File: config.mk
export PLATFORM = sky130hd
export DESIGN_NAME = ota_bitstream_decimator_flat
export DESIGN_NICKNAME = d
export VERILOG_FILES = /design/src/rtl/ota_bitstream_decimator_if.sv /design/src/rtl/ota_bitstream_decimator.sv /design/src/flat_wrapper.sv
export SDC_FILE = /design/constraint.sdc
export NUM_CORES = 1
export LEC_CHECK = 0
export CAP_MARGIN = 20
export CORE_MARGIN = 2
export CORE_UTILIZATION = 34
export DETAILED_ROUTE_END_ITERATION = 16
export HOLD_SLACK_MARGIN = 0.1
export PLACE_DENSITY = 0.58
export REMOVE_ABC_BUFFERS = 1
export SYNTH_ARGS = -nofsm -noshare
export SYNTH_HDL_FRONTEND = slang
export SYNTH_SLANG_ARGS = --single-unit
File: constraint.sdc
create_clock -name clk -period 2.6 [get_ports clk]
set_input_delay 0.39 -clock clk [delete_from_list [all_inputs] [get_ports clk]]
set_output_delay 0.39 -clock clk [all_outputs]
set_load 0.02 [all_outputs]
File: src/rtl/ota_bitstream_decimator_if.sv
// Bus between the OTA bitstream decimator and its controller/readout logic.
interface ota_bitstream_decimator_if #(
  parameter int unsigned WIN_LOG2 = 8
);
  logic                ena;
  logic                clr;
  logic                bit_in;
  logic [WIN_LOG2:0]   sample_out;
  logic                sample_valid;
  logic                stuck_hi;
  logic                stuck_lo;
  logic                busy;

  modport master (
    output ena, clr, bit_in,
    input  sample_out, sample_valid, stuck_hi, stuck_lo, busy
  );

  modport slave (
    input  ena, clr, bit_in,
    output sample_out, sample_valid, stuck_hi, stuck_lo, busy
  );
endinterface

File: src/rtl/ota_bitstream_decimator.sv
// Synchronizes the asynchronous OTA comparator bitstream and decimates it into
// ones-counts over fixed 2^WIN_LOG2-cycle windows, with stuck-high/low flags.
module ota_bitstream_decimator #(
  parameter int unsigned WIN_LOG2    = 8,
  parameter int unsigned SYNC_STAGES = 2
) (
  input  logic                     clk,
  input  logic                     rst_n,
  ota_bitstream_decimator_if.slave bus
);

  localparam int unsigned SW = WIN_LOG2 + 1;
  localparam int unsigned FW = (SYNC_STAGES > 2) ? $clog2(SYNC_STAGES) : 1;
  localparam logic [SW-1:0] FULL_CNT = SW'(1) << WIN_LOG2;
  localparam logic [FW-1:0] FLUSH_LAST = FW'(SYNC_STAGES - 1);

  typedef enum logic [1:0] {
    IDLE  = 2'd0,
    FLUSH = 2'd1,
    RUN   = 2'd2,
    PAUSE = 2'd3
  } state_t;

  state_t                 state_q, state_d;
  logic [SYNC_STAGES-1:0] sync_q;
  logic [FW-1:0]          flush_q, flush_d;
  logic [WIN_LOG2-1:0]    win_q, win_d;
  logic [WIN_LOG2-1:0]    acc_q, acc_d;
  logic [SW-1:0]          sample_q;
  logic                   valid_q, stuck_hi_q, stuck_lo_q, busy_q;
  logic                   bit_s_c;
  logic                   win_end_c;
  logic [SW-1:0]          sum_c;

  assign bit_s_c = sync_q[SYNC_STAGES-1];
  // acc never exceeds 2^WIN_LOG2-1, so the final sum always fits SW bits
  assign sum_c   = SW'(acc_q) + SW'(bit_s_c);

  // Next-state, window counter and accumulator update
  always_comb begin
    state_d   = state_q;
    flush_d   = flush_q;
    win_d     = win_q;
    acc_d     = acc_q;
    win_end_c = 1'b0;
    if (bus.clr) begin
      state_d = IDLE;
      flush_d = '0;
      win_d   = '0;
      acc_d   = '0;
    end else begin
      case (state_q)
        IDLE: begin
          if (bus.ena) begin
            state_d = FLUSH;
            flush_d = '0;
          end
        end
        FLUSH: begin
          if (!bus.ena) begin
            state_d = IDLE;
          end else if (flush_q == FLUSH_LAST) begin
            state_d = RUN;
            win_d   = '0;
            acc_d   = '0;
          end else begin
            flush_d = flush_q + 1'b1;
          end
        end
        RUN, PAUSE: begin
          // The resuming edge out of PAUSE counts; the pausing edge does not
          if (!bus.ena) begin
            state_d = PAUSE;
          end else begin
            state_d = RUN;
            win_d   = win_q + 1'b1;
            if (win_q == '1) begin
              win_end_c = 1'b1;
              acc_d     = '0;
            end else begin
              acc_d = acc_q + WIN_LOG2'(bit_s_c);
            end
          end
        end
        default: state_d = IDLE;
      endcase
    end
  end

  // State, synchronizer and registered outputs
  always_ff @(posedge clk) begin
    if (!rst_n) begin
      state_q    <= IDLE;
      sync_q     <= '0;
      flush_q    <= '0;
      win_q      <= '0;
      acc_q      <= '0;
      sample_q   <= '0;
      valid_q    <= 1'b0;
      stuck_hi_q <= 1'b0;
      stuck_lo_q <= 1'b0;
      busy_q     <= 1'b0;
    end else begin
      state_q <= state_d;
      sync_q  <= {sync_q[SYNC_STAGES-2:0], bus.bit_in};
      flush_q <= flush_d;
      win_q   <= win_d;
      acc_q   <= acc_d;
      valid_q <= win_end_c;
      busy_q  <= (state_d == FLUSH) || (state_d == RUN);
      if (win_end_c) begin
        sample_q   <= sum_c;
        stuck_hi_q <= (sum_c == FULL_CNT);
        stuck_lo_q <= (sum_c == '0);
      end
    end
  end

  assign bus.sample_out   = sample_q;
  assign bus.sample_valid = valid_q;
  assign bus.stuck_hi     = stuck_hi_q;
  assign bus.stuck_lo     = stuck_lo_q;
  assign bus.busy         = busy_q;

endmodule

File: src/flat_wrapper.sv
// flat-port wrapper written by rule: the top's interface ports become plain ports
module ota_bitstream_decimator_flat 
#(
  parameter int unsigned WIN_LOG2    = 8,
  parameter int unsigned SYNC_STAGES = 2
)
  (clk, rst_n, bus_ena, bus_clr, bus_bit_in, bus_sample_out, bus_sample_valid, bus_stuck_hi, bus_stuck_lo, bus_busy);
  ota_bitstream_decimator_if #(.WIN_LOG2(WIN_LOG2)) bus_i ();
  input  logic clk;
  input  logic rst_n;
  input wire logic [$bits(bus_i.ena)-1:0] bus_ena;
  input wire logic [$bits(bus_i.clr)-1:0] bus_clr;
  input wire logic [$bits(bus_i.bit_in)-1:0] bus_bit_in;
  output wire logic [$bits(bus_i.sample_out)-1:0] bus_sample_out;
  output wire logic [$bits(bus_i.sample_valid)-1:0] bus_sample_valid;
  output wire logic [$bits(bus_i.stuck_hi)-1:0] bus_stuck_hi;
  output wire logic [$bits(bus_i.stuck_lo)-1:0] bus_stuck_lo;
  output wire logic [$bits(bus_i.busy)-1:0] bus_busy;
  assign bus_i.ena = bus_ena;
  assign bus_i.clr = bus_clr;
  assign bus_i.bit_in = bus_bit_in;
  assign bus_sample_out = bus_i.sample_out;
  assign bus_sample_valid = bus_i.sample_valid;
  assign bus_stuck_hi = bus_i.stuck_hi;
  assign bus_stuck_lo = bus_i.stuck_lo;
  assign bus_busy = bus_i.busy;
  ota_bitstream_decimator #(.WIN_LOG2(WIN_LOG2), .SYNC_STAGES(SYNC_STAGES)) u_core (.clk(clk), .rst_n(rst_n), .bus(bus_i));
endmodule
==> results.txt, run 1 <==
area leader, netlist: dfxtp_1
Yosys cell types: 41
synthesized flop and latch total: 34
DR iter-0 viols: 84
largest net degree at the start of global routing: 20
Die H: 71.58 um
Synth Warn #: 0
PostCTS Resize Cnt: 0
GRT Overall Usage: 14.81%
part of the Yosys area used for sequential elements: 43.84%
maximum clock frequency: 492.2 MHz
ant diodes: 0
slowest cell on the critical path: or4b_1
drt via density: 5.363
run status: finished, final reports clean
cell row count: 24
CP bufs+invs: 0
cells after synthesis: 175
Initial Utilization: 35.42%
IO buf count: 17
Routed Antenna Nets: 0
post-synth top area share: 43.84%
Final Instance Count excl. Fillers: 245
ys flop type: dfxtp_1
WP data arrival: 2.24 ns
io pins: 18
final setup violation count: 0
crit end category: flop
gr ovfl total: 0
Rel. slew slack: 70.54%
worst skew pair latency: 0.29 ns
vias after detailed routing: 1314
HPWL after detailed placement: 2344 um
CTS Root Cell: clkbuf_8
vias in the first global route: 1285
Worst Tran Pin Value: 0.4419 ns
# Max-Cap Violations: 0
Final GP Congestion: 0.8515
Detailed Route WL: 3338 um
worst r2r path cells: 6
final hold violation count: 0
startpoint types: flop
P_leak: 0.6202 nW
fillers: 458
CTS tree: done
Peak VDD IR: 0.2770 mV
CTS Sinks: 34
worst min path class: reg2reg
main area contributors after synthesis: dfxtp_1, nor2_1, xor2_1
hold depth: 1
number of flops mapped to enable cells by yosys: 0
WP depth: 6
Final Max Slew Viols: 0
pwr dens: 518.3 mW/mm^2
Sum Neg Setup Slack: 0 ns
FF-to-FF setup slack: 0.57 ns
WL per Instance: 13.62 um
Clock Skew: 0.005543 ns
die area: 0.005124 mm^2
first-pass GRT wire length: 5913 um
initial antenna violation count: 0
Residual DRC: 0
CP most frequent cell: ha_1
layout cells sized above 1: 7.772%
most frequent cells in the layout: dfxtp_1, nor2_1, clkdlybuf4s50_1, nand2_1, nand3_1
Worst EP required: 2.80 ns
# Post-CTS Setup Buffers: 0
max incr delay on CP: 0.53 ns
core box area: 0.004384 mm^2
H-tree level count: 2
fraction of registers with async set/reset: 0%
Nets: 200
DRT Pass-1 Iters: 4
commonest non-fill, non-tap cell in the layout: dfxtp_1
critical-path cell list: ha_1, ha_1, nand2_1, o21a_1, or4b_1, o32ai_2
area grow syn2layout: 19.26%
crit share post-route: 78.15%
minimum clock period: 2.032 ns
Crit path max-delay family: simple AND/OR/NAND/NOR gates
critical path type: reg2reg
CTS max path bufs: 2
hold buffers post-CTS: 0
Post-Place Cells: 237
synthesized area: 0.001553 mm^2
Avg Cell Area, Syn: 8.873 um^2
unrepaired setup endpoints after global routing: false
Die Width: 71.58 um
Inserted Clock Buffers: 5
CP max FO: 8
Worst-path clk slew: 0.07 ns
## routing by layer
metal / part of all wire (%) / wire (um) / vias up / track usage, %
met5: 0 / 0 / - / 0
met4: 1.5 / 49 / 0 / 6.709
met3: 6.2 / 206 / 8 / 4.782
met2: 46 / 1546 / 35 / 23.15
met1: 46 / 1535 / 610 / 18.62
li1: - / - / 661 / -
## path summary, 6_finish.rpt
check / from / end
worst max register to register: u_core.acc_q[0] / u_core.bus.stuck_lo
worst min-delay path: u_core.sync_q[0] / u_core.sync_q[1]
worst min register to register: u_core.sync_q[0] / u_core.sync_q[1]
worst max-delay path: u_core.acc_q[0] / u_core.bus.stuck_lo
## worst reg2reg max path: stages, from the launching register on
cell and delay [ns]:
dfxtp_1 0.33, ha_1 0.19, ha_1 0.32, nand2_1 0.17, o21a_1 0.22, or4b_1 0.53
o32ai_2 0.19
## Yosys cell counts, types with 2 or more instances
cell type	count
a211oi_1	3
a21oi_1	8
a22oi_1	2
a311oi_1	6
a31oi_1	2
and2_1	5
and3_1	3
buf_2	3
buf_4	3
clkbuf_1	4
dfxtp_1	34
ha_1	3
inv_1	2
mux2i_1	5
nand2_1	11
nand2b_1	2
nand3_1	9
nand4_1	5
nor2_1	26
nor3_1	3
o21ai_0	5
or3_1	3
xnor2_1	3
xor2_1	8
## sequential cells by signal, indices dropped and copies added, names as in the netlist
register	count
u_core.flush_q	1
u_core.state_q	2
u_core.bus.sample_out	9
u_core.win_q	8
u_core.sync_q	2
u_core.bus.sample_valid	1
u_core.bus.stuck_hi	1
u_core.bus.stuck_lo	1
u_core.acc_q	8
u_core.bus.busy	1
## where the power goes
group / leakage (nW) / switching, mW / internal [mW] / total, mW
registers: 0.274 / 0.00120 / 0.523 / 0.525
logic: 0.297 / 0.0180 / 0.0133 / 0.0313
clock network: 0.0482 / 0.190 / 0.214 / 0.404
total: 0.620 / 0.209 / 0.750 / 0.960
## metrics by stage
step	instance area, um^2	util [%]	setup WS, ns	total power [mW]	hold WS [ns]
6_report	1852	42.24	0.5681	0.9598	0.4338
5_1_grt	1852	42.24	0.4368	1.001	0.4632
3_3_place_gp	1760	40.15	0.6180	0.5674	0.4304
3_5_place_dp	1760	40.15	0.5712	0.5681	0.4191
4_1_cts	1852	42.24	0.5471	0.9710	0.4377
2_1_floorplan	1489	-	-0.5539	0.5494	0.4118
## cell type report
cell class / count / area [um^2] / area share, %
Multi-Input combinational cell: 127 / 803.3 / 43.38
Sequential cell: 34 / 680.7 / 36.76
Timing Repair Buffer: 21 / 200.2 / 10.81
Clock buffer: 7 / 86.33 / 4.662
Tap cell: 52 / 65.06 / 3.514
Inverter: 3 / 11.26 / 0.6081
Clock inverter: 1 / 5.005 / 0.2703
## cell families (layout without fill, tap and decap cells)
| kind of cell | after synthesis | after routing | synth area share (%) |
|---|---|---|---|
| compound gates | 37 | 37 | 17.41 |
| xor+xnor | 11 | 11 | 6.205 |
| mux | 5 | 5 | 3.223 |
| simple gates | 71 | 71 | 22.08 |
| flops | 34 | 34 | 43.84 |
| fa+ha+maj | 3 | 3 | 2.418 |
| buf+inv | 14 | 32 | 4.834 |
No activity file was read; power rests on OpenSTA's default activity.
==> run 2: changes to the inputs <==
Clock period 2.6 ns to 1.9 ns, I/O delays scaled along.
==> results.txt, run 2 (same netlist as run 1, synthesis figures left out) <==
Die Width: 71.58 um
Metal-1 WL: 1576 um
first-pass GRT wire length: 5775 um
overall power: 1.282 mW
largest net degree at the start of global routing: 20
Nets: 207
cell row count: 24
DRT Pass-1 Iters: 4
WL per Instance: 13.61 um
CTS Root Cell: clkbuf_8
Routed Antenna Nets: 0
Die H: 71.58 um
initial antenna violation count: 0
worst skew pair latency: 0.28 ns
max incr delay on CP: 0.53 ns
worst min path class: reg2reg
Final Max Slew Viols: 0
CP bufs+invs: 0
crit share post-route: 94.64%
Met2 Wirelength: 1660 um
final hold violation count: 0
most frequent cells in the layout: dfxtp_1, nor2_1, clkdlybuf4s50_1, buf_4, nand2_1
Residual DRC: 0
DR iter-0 viols: 82
WP data arrival: 2.00 ns
Post-Place Cells: 243
CTS max path bufs: 2
critical path type: reg2reg
Clock Skew: 0.004649 ns
HP Start: u_core.sync_q[0]
area grow syn2layout: 23.21%
Final Util: 43.64%
CTS Sinks: 34
P_leak: 0.6451 nW
max reg flops: 9
reg-to-reg critical path startpoint: u_core.acc_q[0]
hold buffers post-CTS: 0
unrepaired setup endpoints after global routing: false
metal3 WL: 119 um
commonest non-fill, non-tap cell in the layout: dfxtp_1
critical-path cell list: ha_2, ha_4, nand2_2, o21a_1, or4b_1, o32ai_2
FF-to-FF setup slack: 0.10 ns
startpoint types: flop
drt via density: 5.268
minimum clock period: 1.798 ns
CTS tree: done
Final Instance Count excl. Fillers: 250
DP Area: 0.001805 mm^2
io pins: 18
design area: 0.001913 mm^2
Worst Tran Pin Value: 0.3167 ns
run status: finished, final reports clean
slowest cell on the critical path: or4b_1
Worst EP required: 2.10 ns
GRT Overall Usage: 14.19%
crit end category: flop
Final GP Congestion: 0.9170
H-tree level count: 2
vias in the first global route: 1285
CP max FO: 5
ant diodes: 0
Worst-path clk slew: 0.06 ns
HPWL after detailed placement: 2518 um
Detailed Route WL: 3402 um
fillers: 428
gr ovfl total: 0
# Max-Cap Violations: 0
Peak VDD IR: 0.4463 mV
Crit path max-delay family: simple AND/OR/NAND/NOR gates
core box area: 0.004384 mm^2
vias after detailed routing: 1317
Setup crit start: u_core.acc_q[0]
IO buf count: 17
pwr dens: 670.0 mW/mm^2
die area: 0.005124 mm^2
layout cells sized above 1: 12.12%
Inserted Clock Buffers: 5
Initial Utilization: 35.42%
maximum clock frequency: 556.1 MHz
Highest Signal Layer: met4
hold_ws: 0.4483 ns
final setup violation count: 0
Rel. slew slack: 78.86%
## run 2: worst register-to-register path: cells and delay by family, from the launching register on
family | cells | cell delay (ns)
compound gates | 2 | 0.41
fa+ha+maj | 2 | 0.36
flops | 1 | 0.33
simple gates | 2 | 0.61
## run 2: repair_timing
item	CTS	global route
buffers inserted	0	1
setup endpoints to repair	0	1
gates resized for setup	0	4
## run 2: report_power, final
group          switching (mW)  total (mW)  internal (mW)  leakage (nW)
registers             0.00199       0.719          0.717         0.274
clock network           0.240       0.519          0.279        0.0431
logic                  0.0248      0.0445         0.0197         0.327
total                   0.266        1.28           1.02         0.645
## run 2: per-layer routing
layer	track usage [%]	up-vias
li1	-	673
met1	17.10	613
met2	24.28	26
met3	3.376	5
met4	5.660	0
met5	0	-
## run 2: layout make-up
type	instances	area (um^2)	share of cell area [%]
clock buffers	6	82.58	4.317
inverters	3	11.26	0.5886
flip-flops and latches	34	680.7	35.58
multi-input cells	127	820.8	42.90
well taps	52	65.06	3.401
repair buffers	28	252.7	13.21
## run 2: stage by stage
| step | setup TNS (ns) | worst slack, ns |
|---|---|---|
| final | 0 | 0.1018 |
| after global routing | 0 | 0.009209 |
| after CTS | 0 | 0.03641 |
| after detailed placement | 0 | 0.008285 |
| after global placement | 0 | 0.03342 |
| after floorplan | -10.72 | -1.254 |
## run 2: path summary, 6_finish.rpt
kind / endpoint / cells after the start
worst max-delay path: u_core.bus.stuck_lo / 6
worst min-delay path: u_core.sync_q[1] / 1
worst max register to register: u_core.bus.stuck_lo / 6
worst min register to register: u_core.sync_q[1] / 1
==> run 3: changes to the inputs <==
==> constraint.sdc (replaced) <==
create_clock -name clk -period 1.9 [get_ports clk]
set_input_delay 0.285 -clock clk [delete_from_list [all_inputs] [get_ports clk]]
set_output_delay 0.285 -clock clk [all_outputs]
set_load 0.01 [all_outputs]
==> results of run 3 <==
Same layout as run 2 (identical final DEF). Status: finished, final reports clean.
Among the figures that moved: total power 1.282 mW -> 1.281 mW
==> RTL change 1: new RTL, config.mk and constraints of run 2 <==
Reset style: asynchronous (`rst_n`), changed in one clocked block.
--- a/src/rtl/ota_bitstream_decimator.sv
+++ b/src/rtl/ota_bitstream_decimator.sv
@@ -90,3 +90,3 @@
   // State, synchronizer and registered outputs
-  always_ff @(posedge clk) begin
+  always_ff @(posedge clk or negedge rst_n) begin
     if (!rst_n) begin
Check against the original RTL: differs if rst_n is asserted again (counterexample within 4 cycles, from zero or initial values and one cycle with rst_n low); with rst_n held inactive, the same outputs for 10 cycles.
==> RTL change 1 against run 2 <==
- design area up 7.3%
- first-iteration DRC count down 39%
- total power up 10%
- sequential cell count unchanged
- worst setup slack better by 0.071 ns
- routed wire length down 3.8%
- area after synthesis up 7.9%
- cell count unchanged
- die area up 7.4%
- via count down 5.5%
- largest power group unchanged
- highest routed layer unchanged
==> RTL change 1: results <==
export IMPL_critical_path_max_fanout=4
export IMPL_wl_um=3270
export IMPL_rrSetupSlack_ns=0.17
export IMPL_holdCritPathClass="flip-flop to flip-flop"
export IMPL_first_pass_iters=4
export IMPL_power_switching_mw=0.295
export IMPL_worst_slew_pin_slew_ns=0.443
export IMPL_synth_cell_type_count=39
export IMPL_grt_antenna_before_repair=0
export IMPL_synthFlopType="dfrtp_1"
export IMPL_synth_cells_most_frequent="34 x dfrtp_1, 15 x nand2_1, 10 x a21oi_1"
export IMPL_grt_pass1_wl_um=5790
export IMPL_globalplace_congestion=0.807
export IMPL_nFillCells=446
export IMPL_postSynthAreaPerCell_um2=10.6
export IMPL_post_cts_buffers=0
export IMPL_place_area_um2=1930
export IMPL_leakage_nw=0.893
export IMPL_grt_pass1_vias=1251
export IMPL_drive_gt1_share_pct=16.9
export IMPL_grtUsageTotal_pct=14.0
export IMPL_synth_area_leaders="dfrtp_1 51%, nand2_1 3.4%, xnor2_1 3.1%"
export IMPL_drt_iter0_drc=50
export IMPL_layoutNonFillerInstCount=250
export IMPL_critical_path_max_stage_delay_ns=0.38
export IMPL_vias=1245
export IMPL_clockBufferDepth=2
export IMPL_reg2regPathDepth=5
export IMPL_dpl_cell_count=242
export IMPL_dp_hpwl_um=2340
export IMPL_crit_slowest_cell="dfrtp_1"
export IMPL_worstSetupEndpoint="u_core.bus.stuck_lo$_DFFE_PN0P_"
export IMPL_peakVddDrop_v=0.000306
export IMPL_grt_max_degree=35
export IMPL_antenna_cells=0
export IMPL_final_setup_skew_ns=0.00283
export IMPL_status="finished clean"
export IMPL_nets=190
export IMPL_async_reset_ff_share_pct=100
export IMPL_synth_seq_area_share_pct=50.8
export IMPL_crit_path_start="u_core.acc_q[0]$_DFFE_PN0P_"
export IMPL_cts_buffers=5
-- RTL change 1: logic make-up after synthesis --
family	after synthesis	synth area share (%)
buffers and inverters	8	3.14
flip-flops	34	50.8
AO/OA/AOI/OAI	49	18.9
AND/OR/NAND/NOR	54	18.5
XOR/XNOR	6	3.14
adder cells (fa/ha/maj)	3	2.24
multiplexers	4	3.29
-- RTL change 1: layout make-up --
type	count	area [um^2]	area share, %
Tap cell	67	83.8	4.09
Sequential cell	34	851	41.5
Clock buffer	8	110	5.37
Multi-Input combinational cell	116	785	38.2
Inverter	2	7.51	0.366
Timing Repair Buffer	23	215	10.5
-- RTL change 1: worst min path at each step --
stage	start	to	slack, ns	depth (start not counted)
2_1_floorplan	rst_n	u_core.acc_q[0]$_DFFE_PN0P_	-0.01	0
5_1_grt	u_core.sync_q[0]$_DFF_PN0_	u_core.sync_q[1]$_DFF_PN0_	0.36	0
3_3_place_gp	u_core.sync_q[0]$_DFF_PN0_	u_core.sync_q[1]$_DFF_PN0_	0.33	0
4_1_cts	u_core.sync_q[0]$_DFF_PN0_	u_core.sync_q[1]$_DFF_PN0_	0.36	0
3_5_place_dp	u_core.sync_q[0]$_DFF_PN0_	u_core.sync_q[1]$_DFF_PN0_	0.34	0
6_report	u_core.sync_q[0]$_DFF_PN0_	u_core.sync_q[1]$_DFF_PN0_	0.35	0
-- RTL change 1: metal layers --
layer,track usage (%),routed length (um)
met5,0,0
met3,4.47,108
met1,16.9,1500
met2,23.3,1610
met4,5.66,59
-- RTL change 1: per-stage QoR --
stage               hold slack [ns]  worst slack (ns)
floorplan                   -0.0106             0.265
global placement              0.335             0.188
detailed placement            0.342            0.0860
CTS                           0.360             0.130
global route                  0.356            0.0215
finish                        0.352             0.172
-- RTL change 1: repair_timing --
item,CTS,global route
resized for setup,0,2
endpoints found under the setup margin,0,1
hold buffers,0,0
-- RTL change 1: power by group through the flow --
stage	clock network [mW]	logic, mW	registers (mW)
2_1_floorplan	0	0.0184	0.747
3_3_place_gp	0	0.0598	0.746
3_5_place_dp	0	0.0609	0.746
4_1_cts	0.650	0.0610	0.732
5_1_grt	0.682	0.0675	0.732
6_report	0.621	0.0604	0.732
-- RTL change 1: critical path, delay by kind of cell (launching register included) --
family                     cells  cell delay [ns]
DFF                            1             0.38
AOI/OAI and AO/OA              2             0.36
and+or+nand+nor                1             0.28
adders and majority gates      2             0.62
==> RTL change 2: new RTL, config.mk and constraints of run 2 <==
Made on the original files. `SYNC_STAGES` is set to 2 in 2 places; all go to 4.
--- a/src/rtl/ota_bitstream_decimator.sv
+++ b/src/rtl/ota_bitstream_decimator.sv
@@ -4,3 +4,3 @@
   parameter int unsigned WIN_LOG2    = 8,
-  parameter int unsigned SYNC_STAGES = 2
+  parameter int unsigned SYNC_STAGES = 4
 ) (
--- a/src/flat_wrapper.sv
+++ b/src/flat_wrapper.sv
@@ -4,3 +4,3 @@
   parameter int unsigned WIN_LOG2    = 8,
-  parameter int unsigned SYNC_STAGES = 2
+  parameter int unsigned SYNC_STAGES = 4
 )
Formal check against the unedited RTL: no difference found for any inputs over 10 cycles, from zero or initial values and one cycle with rst_n low; that may be too few to reach the edited logic, so the function may still have changed.
==> RTL change 2 against run 2 <==
- worst setup slack better by 0.14 ns
- total power increased by 7.2%
- cell count up 10%
- design area is 8.4% higher
- clock power up 4.0%
- critical endpoint unchanged
- sequential cell count up 3
- non-clock buffer count rose by 1
- area after synthesis rose by 7.9%
- largest cell class unchanged
- clock skew increased by 0.00079 ns
- utilization increased by 0.28 points
- routed wire length is 1.1% lower
==> RTL change 2: results <==
export IMPL_holdCritPathClass="flip-flop to flip-flop"
export IMPL_globalplace_congestion=0.825
export IMPL_synth_cells_most_frequent="37 x dfxtp_1, 25 x nor2_1, 13 x nand2_1"
export IMPL_synth_compound_area_share_pct=15.4
export IMPL_grt_max_degree=16
export IMPL_final_setup_skew_ns=0.00543
export IMPL_post_route_period_util_pct=87.2
export IMPL_rrSetupSlack_ns=0.24
export IMPL_status="finished clean"
export IMPL_drt_iter0_drc=95
export IMPL_met3_length_um=93
export IMPL_synth_cell_type_count=42
export IMPL_dr_wl_met2_um=1550
export IMPL_cts_clk_slew_worst_paths_ns=0.08
export IMPL_critical_path_max_fanout=5
export IMPL_yosysWarnings=0
export IMPL_synth_seq_area_share_pct=44.2
export IMPL_nets=216
export IMPL_critical_path_max_stage_delay_ns=0.36
export IMPL_synth_xor_area_share_pct=6.27
export IMPL_cts_root_buffer="clkbuf_8"
export IMPL_leakage_nw=0.723
export IMPL_slew_headroom_pct=74.5
export IMPL_use_met2_pct=21.4
export IMPL_grtUsageTotal_pct=13.3
export IMPL_nFillCells=481
export IMPL_layoutNonFillerInstCount=275
export IMPL_synth_area_leaders="dfxtp_1 44%, nor2_1 5.6%, xnor2_1 4.7%"
export IMPL_grt_pass1_wl_um=5580
export IMPL_synth_adder_area_share_pct=2.99
export IMPL_cts_buffers=5
export IMPL_vias=1343
export IMPL_pre_cts_slack_ns=0.00880
export IMPL_syn_inst=181
export IMPL_met1_usage_pct=16.8
export IMPL_grt_pass1_vias=1219
export IMPL_dp_hpwl_um=2420
export IMPL_regToRegStartpoint="u_core.acc_q[0]$_SDFFE_PP0P_"
export IMPL_dpl_cell_count=267
export IMPL_crit_slowest_cell="mux2_2"
export IMPL_synth_area_mux_share_pct=4.26
export IMPL_drive_gt1_share_pct=14.4
export IMPL_wl_um=3370
export IMPL_peakVddDrop_v=0.000390
export IMPL_wl_met1_um=1660
export IMPL_met3_usage_pct=3.66
export IMPL_reg2regPathDepth=5
-- RTL change 2: layout make-up --
cell class                 instances  area (um^2)  area share (%)
multi-input combinational        132          883            42.6
clock buffer                       5         68.8            3.32
sequential                        37          741            35.7
timing repair buffer              29          273            13.1
inverter                           2         7.51           0.362
tap                               67         83.8            4.04
clock inverter                     3         17.5           0.844
-- RTL change 2: how the worst min path moves through the flow --
| stage | end | slack, ns | startpoint | cells past startpoint |
|---|---|---|---|---|
| 5_1_grt | u_core.sync_q[3]$_SDFF_PN0_ | 0.45 | u_core.sync_q[2]$_SDFF_PN0_ | 1 |
| 3_3_place_gp | u_core.sync_q[2]$_SDFF_PN0_ | 0.41 | u_core.sync_q[1]$_SDFF_PN0_ | 1 |
| 6_report | u_core.sync_q[2]$_SDFF_PN0_ | 0.44 | u_core.sync_q[1]$_SDFF_PN0_ | 1 |
| 4_1_cts | u_core.sync_q[2]$_SDFF_PN0_ | 0.45 | u_core.sync_q[1]$_SDFF_PN0_ | 1 |
| 3_5_place_dp | u_core.sync_q[3]$_SDFF_PN0_ | 0.43 | u_core.sync_q[2]$_SDFF_PN0_ | 1 |
| 2_1_floorplan | u_core.state_q[0]$_SDFF_PN0_ | 0.40 | bus_ena | 2 |
-- RTL change 2: report_power, final --
group          switching (mW)  total, mW  internal (mW)
logic                  0.0288     0.0522         0.0234
registers             0.00198      0.782          0.780
clock network           0.287      0.540          0.253
total                   0.318       1.37           1.06
-- RTL change 2: stage by stage --
step | hold slack [ns] | cell area [um^2] | util [%]
4_1_cts | 0.447 | 2070 | 43.8
3_3_place_gp | 0.415 | 1980 | 42.0
3_5_place_dp | 0.427 | 1980 | 42.0
2_1_floorplan | 0.401 | 1630 | -
5_1_grt | 0.455 | 2070 | 43.9
6_report | 0.443 | 2070 | 43.9
